File: src/rtl/sram_stream_fifo.sv
// Stream FIFO controller in front of a 64-word 1RW1R SRAM macro: port 0 writes from the
// upstream stream, port 1 reads into a two-entry output buffer feeding the downstream stream.
module sram_stream_fifo #(
  parameter int DATA_WIDTH = 8,
  parameter int ADDR_WIDTH = 6,
  parameter int DEPTH      = 1 << ADDR_WIDTH
) (
  input  logic                  clk,
  input  logic                  rst,
  input  logic                  s_valid,
  output logic                  s_ready,
  input  logic [DATA_WIDTH-1:0] s_data,
  output logic                  m_valid,
  input  logic                  m_ready,
  output logic [DATA_WIDTH-1:0] m_data,
  output logic [ADDR_WIDTH:0]   count,
  output logic                  sram_csb0,
  output logic                  sram_web0,
  output logic [ADDR_WIDTH-1:0] sram_addr0,
  output logic [DATA_WIDTH-1:0] sram_din0,
  output logic                  sram_csb1,
  output logic [ADDR_WIDTH-1:0] sram_addr1,
  input  logic [DATA_WIDTH-1:0] sram_dout1
);

  localparam int CW = ADDR_WIDTH + 1;

  logic [ADDR_WIDTH-1:0] wptr_q, wptr_d, rptr_q, rptr_d;
  logic [ADDR_WIDTH-1:0] addr0_q, addr1_q;
  logic [DATA_WIDTH-1:0] din0_q;
  logic [DATA_WIDTH-1:0] obuf0_q, obuf0_d, obuf1_q, obuf1_d;
  logic [CW-1:0]         words_q, words_d;
  logic [1:0]            occ_q, occ_d;
  logic                  inflight_q;
  logic                  push_s, pop_s, issue_s;
  logic [2:0]            pending_s;

  // Handshakes and macro pin drive; address/data pins hold their last value when idle
  always_comb begin
    s_ready   = !rst && (words_q < CW'(DEPTH));
    push_s    = s_valid && s_ready;
    m_valid   = (occ_q != 2'd0);
    pop_s     = m_valid && m_ready;
    pending_s = {1'b0, occ_q} + {2'b00, inflight_q} - {2'b00, pop_s};
    issue_s   = !rst && (words_q != {CW{1'b0}}) && (pending_s < 3'd2);

    sram_csb0 = !push_s;
    sram_web0 = !push_s;
    if (push_s) begin
      sram_addr0 = wptr_q;
      sram_din0  = s_data;
    end else begin
      sram_addr0 = addr0_q;
      sram_din0  = din0_q;
    end

    sram_csb1 = !issue_s;
    if (issue_s) begin
      sram_addr1 = rptr_q;
    end else begin
      sram_addr1 = addr1_q;
    end

    m_data = obuf0_q;
    count  = words_q + CW'(inflight_q) + CW'(occ_q);
  end

  // Next-state for pointers, SRAM occupancy and the output buffer
  always_comb begin
    wptr_d  = wptr_q;
    rptr_d  = rptr_q;
    words_d = words_q;
    obuf0_d = obuf0_q;
    obuf1_d = obuf1_q;
    occ_d   = occ_q;

    if (push_s) begin
      wptr_d = wptr_q + {{(ADDR_WIDTH-1){1'b0}}, 1'b1};
    end else begin
      wptr_d = wptr_q;
    end

    if (issue_s) begin
      rptr_d = rptr_q + {{(ADDR_WIDTH-1){1'b0}}, 1'b1};
    end else begin
      rptr_d = rptr_q;
    end

    case ({push_s, issue_s})
      2'b10:   words_d = words_q + {{(CW-1){1'b0}}, 1'b1};
      2'b01:   words_d = words_q - {{(CW-1){1'b0}}, 1'b1};
      default: words_d = words_q;
    endcase

    // Pop shifts the head first, so returning data lands right behind what remains
    if (pop_s) begin
      obuf0_d = obuf1_q;
      occ_d   = occ_q - 2'd1;
    end else begin
      occ_d   = occ_q;
    end

    if (inflight_q) begin
      if (occ_d == 2'd0) begin
        obuf0_d = sram_dout1;
      end else begin
        obuf1_d = sram_dout1;
      end
      occ_d = occ_d + 2'd1;
    end else begin
      occ_d = occ_d;
    end
  end

  // State registers; reset also drops any read still in flight
  always_ff @(posedge clk) begin
    if (rst) begin
      wptr_q     <= {ADDR_WIDTH{1'b0}};
      rptr_q     <= {ADDR_WIDTH{1'b0}};
      addr0_q    <= {ADDR_WIDTH{1'b0}};
      addr1_q    <= {ADDR_WIDTH{1'b0}};
      din0_q     <= {DATA_WIDTH{1'b0}};
      obuf0_q    <= {DATA_WIDTH{1'b0}};
      obuf1_q    <= {DATA_WIDTH{1'b0}};
      words_q    <= {CW{1'b0}};
      occ_q      <= 2'd0;
      inflight_q <= 1'b0;
    end else begin
      wptr_q     <= wptr_d;
      rptr_q     <= rptr_d;
      addr0_q    <= sram_addr0;
      addr1_q    <= sram_addr1;
      din0_q     <= sram_din0;
      obuf0_q    <= obuf0_d;
      obuf1_q    <= obuf1_d;
      words_q    <= words_d;
      occ_q      <= occ_d;
      inflight_q <= issue_s;
    end
  end

endmodule
File: config.mk
export PLATFORM = sky130hd
export DESIGN_NAME = sram_stream_fifo
export DESIGN_NICKNAME = d
export VERILOG_FILES = /design/src/rtl/sram_stream_fifo.sv
export SDC_FILE = /design/constraint.sdc
export NUM_CORES = 1
export LEC_CHECK = 0
export CORE_MARGIN = 8
export CORE_UTILIZATION = 57
export CTS_BUF_LIST = sky130_fd_sc_hd__clkbuf_8
export DETAILED_ROUTE_END_ITERATION = 7
export GPL_TIMING_DRIVEN = 0
export PLACE_DENSITY = 0.95
export SETUP_SLACK_MARGIN = 0.4
export SYNTH_ARGS = -nofsm -noshare
export SYNTH_HDL_FRONTEND = slang
export SYNTH_SLANG_ARGS = --single-unit
File: constraint.sdc
create_clock -name clk -period 7.4 [get_ports clk]
set_input_delay 1.85 -clock clk [delete_from_list [all_inputs] [get_ports clk]]
set_output_delay 1.85 -clock clk [all_outputs]
set_load 0.05 [all_outputs]
# [After elaboration in Yosys (flattened, before gate mapping)]
# Index checks and enable logic that the tools add are counted.
# Widths: inputs -> output; s select.
[op_classes] order_cmp=2 addsub=10 reduce_logical=13 n_mux=9 n_bitwise=1 n_eq_ne=2
[ops] cell="$mux 8" count=4
[ops] cell="$pmux 7 s2" count=1
[ops] cell="$add 6x1->6 const B" count=2
[ops] cell="$mux 6" count=2
[ops] cell="$add 7x1->7" count=1
[ops] cell="$add 7x1->7 const B" count=1
[ops] cell="$add 7x2->7" count=1
[ops] cell="$lt 7x7->1 const B" count=1
[ops] cell="$reduce_bool 7->1" count=1
[ops] cell="$sub 7x1->7 const B" count=1
[ops] cell="$logic_and 1x1->1" count=5
[ops] cell="$mux 2" count=2
[ops] cell="$reduce_bool 2->1" count=2
[ops] cell="$add 2x1->3" count=1
[ops] cell="$logic_not 1->1" count=3
[ops] cell="$lt 3x2->1 const B" count=1
[ops] cell="$sub 3x1->3" count=1
[ops] cell="$add 2x1->2 const B" count=1
[ops] cell="$eq 2x1->1 const B" count=1
[ops] cell="$eq 2x2->1 const B" count=1
[ops] cell="$logic_not 2->1" count=1
[ops] cell="$reduce_and 2->1" count=1
[ops] cell="$sub 2x1->2 const B" count=1
[ops] cell="$not 1->1" count=1
[word_totals] inputBits=20 output_inout_bits=40 regBits=58 elab_cells=47

# [Longest topological paths before layout]
[depth] ltp_word=7 mapped_depth=22 depth_no_buf=19

# [Worst setup path before layout]
# OpenSTA, ideal clock, no wires.
[synth_timing] path_kind="input -> output" from="input m_ready" to="output sram_addr1[0]" path_stages=11 t_arrival_ns=4.177 t_required_ns=5.550 path_buffers=2 path_slack_ns=1.373 cell_sequence="nand2b_1 -> buf_2 -> inv_1 -> ha_1 -> nand2b_1 -> fa_1 -> xnor2_1 -> and3_1 -> nand2_1 -> buf_4 -> mux2_2"
[synth_between] elab_chain_cells=5
[synth_rtl] item="from (decl)" line="14" source="input logic m_ready,"
[synth_rtl] item="$logic_and 1x1->1" line="43" source="pop_s = m_valid && m_ready;"
[synth_rtl] item="$sub 3x1->3" line="44" source="pending_s = {1'b0, occ_q} + {2'b00, inflight_q} - {2'b00, pop_s};"
[synth_rtl] item="$lt 3x2->1" line="45" source="issue_s = !rst && (words_q != {CW{1'b0}}) && (pending_s < 3'd2);"
[synth_rtl] item="$logic_and 1x1->1" line="45"
[synth_rtl] item="$mux 6" line="58" source="if (issue_s) begin"
[synth_rtl] item="to (decl)" line="22" source="output logic [ADDR_WIDTH-1:0] sram_addr1,"
# No other way between the ends.

# [Worst setup path in the final report]
[layout_timing] from="input m_ready" to="output sram_addr1[5]"
# The elaborated chain is that of the path after synthesis.

==> run metrics <==
crit path DAT=4.90 ns; Final WS setup=0.645 ns; synth unique cells=44; hold buffers post-CTS=0; Hold WC Path Type=flip-flop to flip-flop; Sw Ratio=0.457; syn_nets=331; CTS tree=built; count leader, synth=dfxtp_1; Synth Area per Inst=9.48 um^2; fmax=148 MHz; Worst-path clk slew=0.06 ns; largest net degree at the start of global routing=11; clock latency on the worst-skew pair=0.34 ns; Worst Hold Depth=1; VDD IR-drop max=0.249 mV; Final setup viols=0; first-pass GRT wire length=11200 um; sequential share of power=0.279; vias per inst=5.35; Clk pwr share=0.168; drt drc=0; Ports=60; Pre-antenna DRT Iters=4; DP HPWL=4910 um; antenna violations before repair=0; Inserted Clock Buffers=9; share of cells above drive strength 1=0.146; root buf cell=clkbuf_8; R2R Path End=words_q[6]; worst setup path start=m_ready; Reg2Reg Depth=22; starting density of the core=0.596; top_reg_cell synth=dfxtp_1; Hold Vio Cnt, Final=0; fraction of registers with async set or reset after synthesis=0; Worst Path Required=5.55 ns; R2R Setup Slk=2.56 ns; clk buf depth=2; CP max FO=10; R2R Path Start=occ_q[1]; critical path class=primary input to output pin; total wire length=6610 um; Via Count=2344; DIE WIDTH=86.5 um; Internal Pwr Total=784 uW; ranking of synthesized cells by area=dfxtp_1 (41%), mux2_2 (9.1%), mux2i_1 (6.7%), and2_1 (4.9%), nor2_1 (4.8%); Clock Skews=0.00787 ns; clk sinks=58; relative slew slack=0.614; Port Buffers=58; CP Capture Type=output pin; synth cell count leaders=dfxtp_1 (58), nor2_1 (36), mux2_2 (23); synthesized instance count=299; Hold Crit Endpoint=rptr_q[5]; Area growth syn-to-layout=28.2%; PwrDens=397 nW/um^2; remaining antenna violation count=0; gr usage total=0.188; DIE HEIGHT=86.5 um; Final #Nets=400; Min-Delay Startpoint=rptr_q[5]; routability cong.=0.837; EDFF count, synth=0; P_leak=1.54 nW; synthesized flop and latch total=58; routed length per instance=15.1 um; synthesized cell area=2840 um^2; remaining global-route overflow=0; number of max-cap violations=0; core area=4750 um^2; Synth area leader=dfxtp_1; Slew @ Worst Pin=0.579 ns; RSZ-0062 raised after global routing=false; antenna cells=0; status=complete, no violations; dpl ws=0.181 ns; YS warnings=0; Logic pwr share=0.553; vias in the first global route=2444; Slew Limit Fails=0; crit path time final=6.75 ns; Die Area=7490 um^2; fraction of the yosys area taken by sequential cells=0.410; H-tree depth=3; crit start category=primary input; Yosys top cell area share=0.410; Pwr Total=1.44 mW; worst hold slack=0.484 ns; Tcrit/Tclk final=0.913; row count=25; Setup TNS=0 ns; Sw Pwr=658 uW; initial DRC count=154
## worst max path at each step
| stage | to | slack, ns | cells after the start |
|---|---|---|---|
| after floorplan | sram_addr1[0] | 1.37 | 11 |
| after global placement | sram_addr1[0] | 0.28 | 13 |
| after detailed placement | sram_addr1[0] | 0.18 | 13 |
| after CTS | sram_addr1[0] | 0.44 | 13 |
| after global routing | sram_addr1[5] | 0.44 | 12 |
| final | sram_addr1[5] | 0.65 | 12 |
## routing by layer
layer  share of wire  GRT usage
met1            0.42      0.200
met2            0.49      0.316
met3           0.073     0.0718
met4           0.019     0.0970
met5               0          0
## cell families after synthesis
| kind of cell | after synthesis | share of synthesized area |
|---|---|---|
| XOR/XNOR | 19 | 0.0587 |
| buffers and inverters | 34 | 0.0516 |
| AND/OR/NAND/NOR | 98 | 0.177 |
| flip-flops | 58 | 0.410 |
| adder cells (fa/ha/maj) | 12 | 0.0609 |
| AO/OA/AOI/OAI | 36 | 0.0838 |
| multiplexers | 42 | 0.158 |
## power groups by stage
stage	clock network [mW]	logic, mW	registers, mW
after floorplan	0	0.550	0.436
after CTS	0.246	0.799	0.401
after global placement	0	0.759	0.404
final	0.242	0.798	0.402
after detailed placement	0	0.789	0.408
after global routing	0.262	0.857	0.408
## placed cells by master, fill, tap and decap left out, drive strengths merged, types with 4 or more instances in the layout
master | netlist | final
a21oi | 7 | 7
a211oi | 8 | 8
o21ai | 6 | 6
clkbuf | 9 | 24
ha | 9 | 9
buf | 10 | 10
and3 | 4 | 4
xnor2 | 9 | 9
nor2 | 37 | 37
xor2 | 10 | 10
mux2 | 23 | 23
mux2i | 19 | 19
inv | 15 | 16
nand4 | 4 | 4
and2 | 22 | 22
dfxtp | 58 | 58
nand3 | 6 | 6
clkdlybuf4s50 | 0 | 51
nand2 | 10 | 10
## what timing repair did
action                                  in CTS  in global routing
gates cloned                                 0                  0
buffers inserted                             0                  0
endpoints found under the setup margin       6                  6
gates resized for setup                      6                 11
## layout make-up
| cell class | instances | area, um^2 |
|---|---|---|
| multi-input cells | 207 | 1530 |
| clock inverters | 4 | 21.3 |
| flip-flops and latches | 58 | 1160 |
| clock buffers | 10 | 138 |
| fillers | 351 | 1120 |
| repair buffers | 58 | 557 |
| inverters | 15 | 56.3 |
| well taps | 67 | 83.8 |
| plain buffers | 19 | 90.1 |
## state kept, by name, summed over array words and instances (netlist names)
register	count
addr0_q	6
addr1_q	6
din0_q	8
inflight_q	1
m_data	8
obuf1_q	8
occ_q	2
rptr_q	6
words_q	7
wptr_q	6
## stage by stage
step	instances	area [um^2]	util
global route	438	3630	0.764
global placement	424	3500	0.736
finish	438	3630	0.764
detailed placement	424	3500	0.736
floorplan	299	2840	-
CTS	438	3650	0.768
## worst max-delay path, cell delays in order
cell and delay, ns:
clkdlybuf4s50_1 0.40, nand2b_1 0.14, buf_2 0.31, inv_1 0.08
ha_1 0.26, nand2b_1 0.15, fa_1 0.38, xnor2_1 0.19
and3_1 0.26, nand2_1 0.11, mux2_2 0.24, dlygate4sd2_1 0.53
Power figures use the tool's default switching activity.
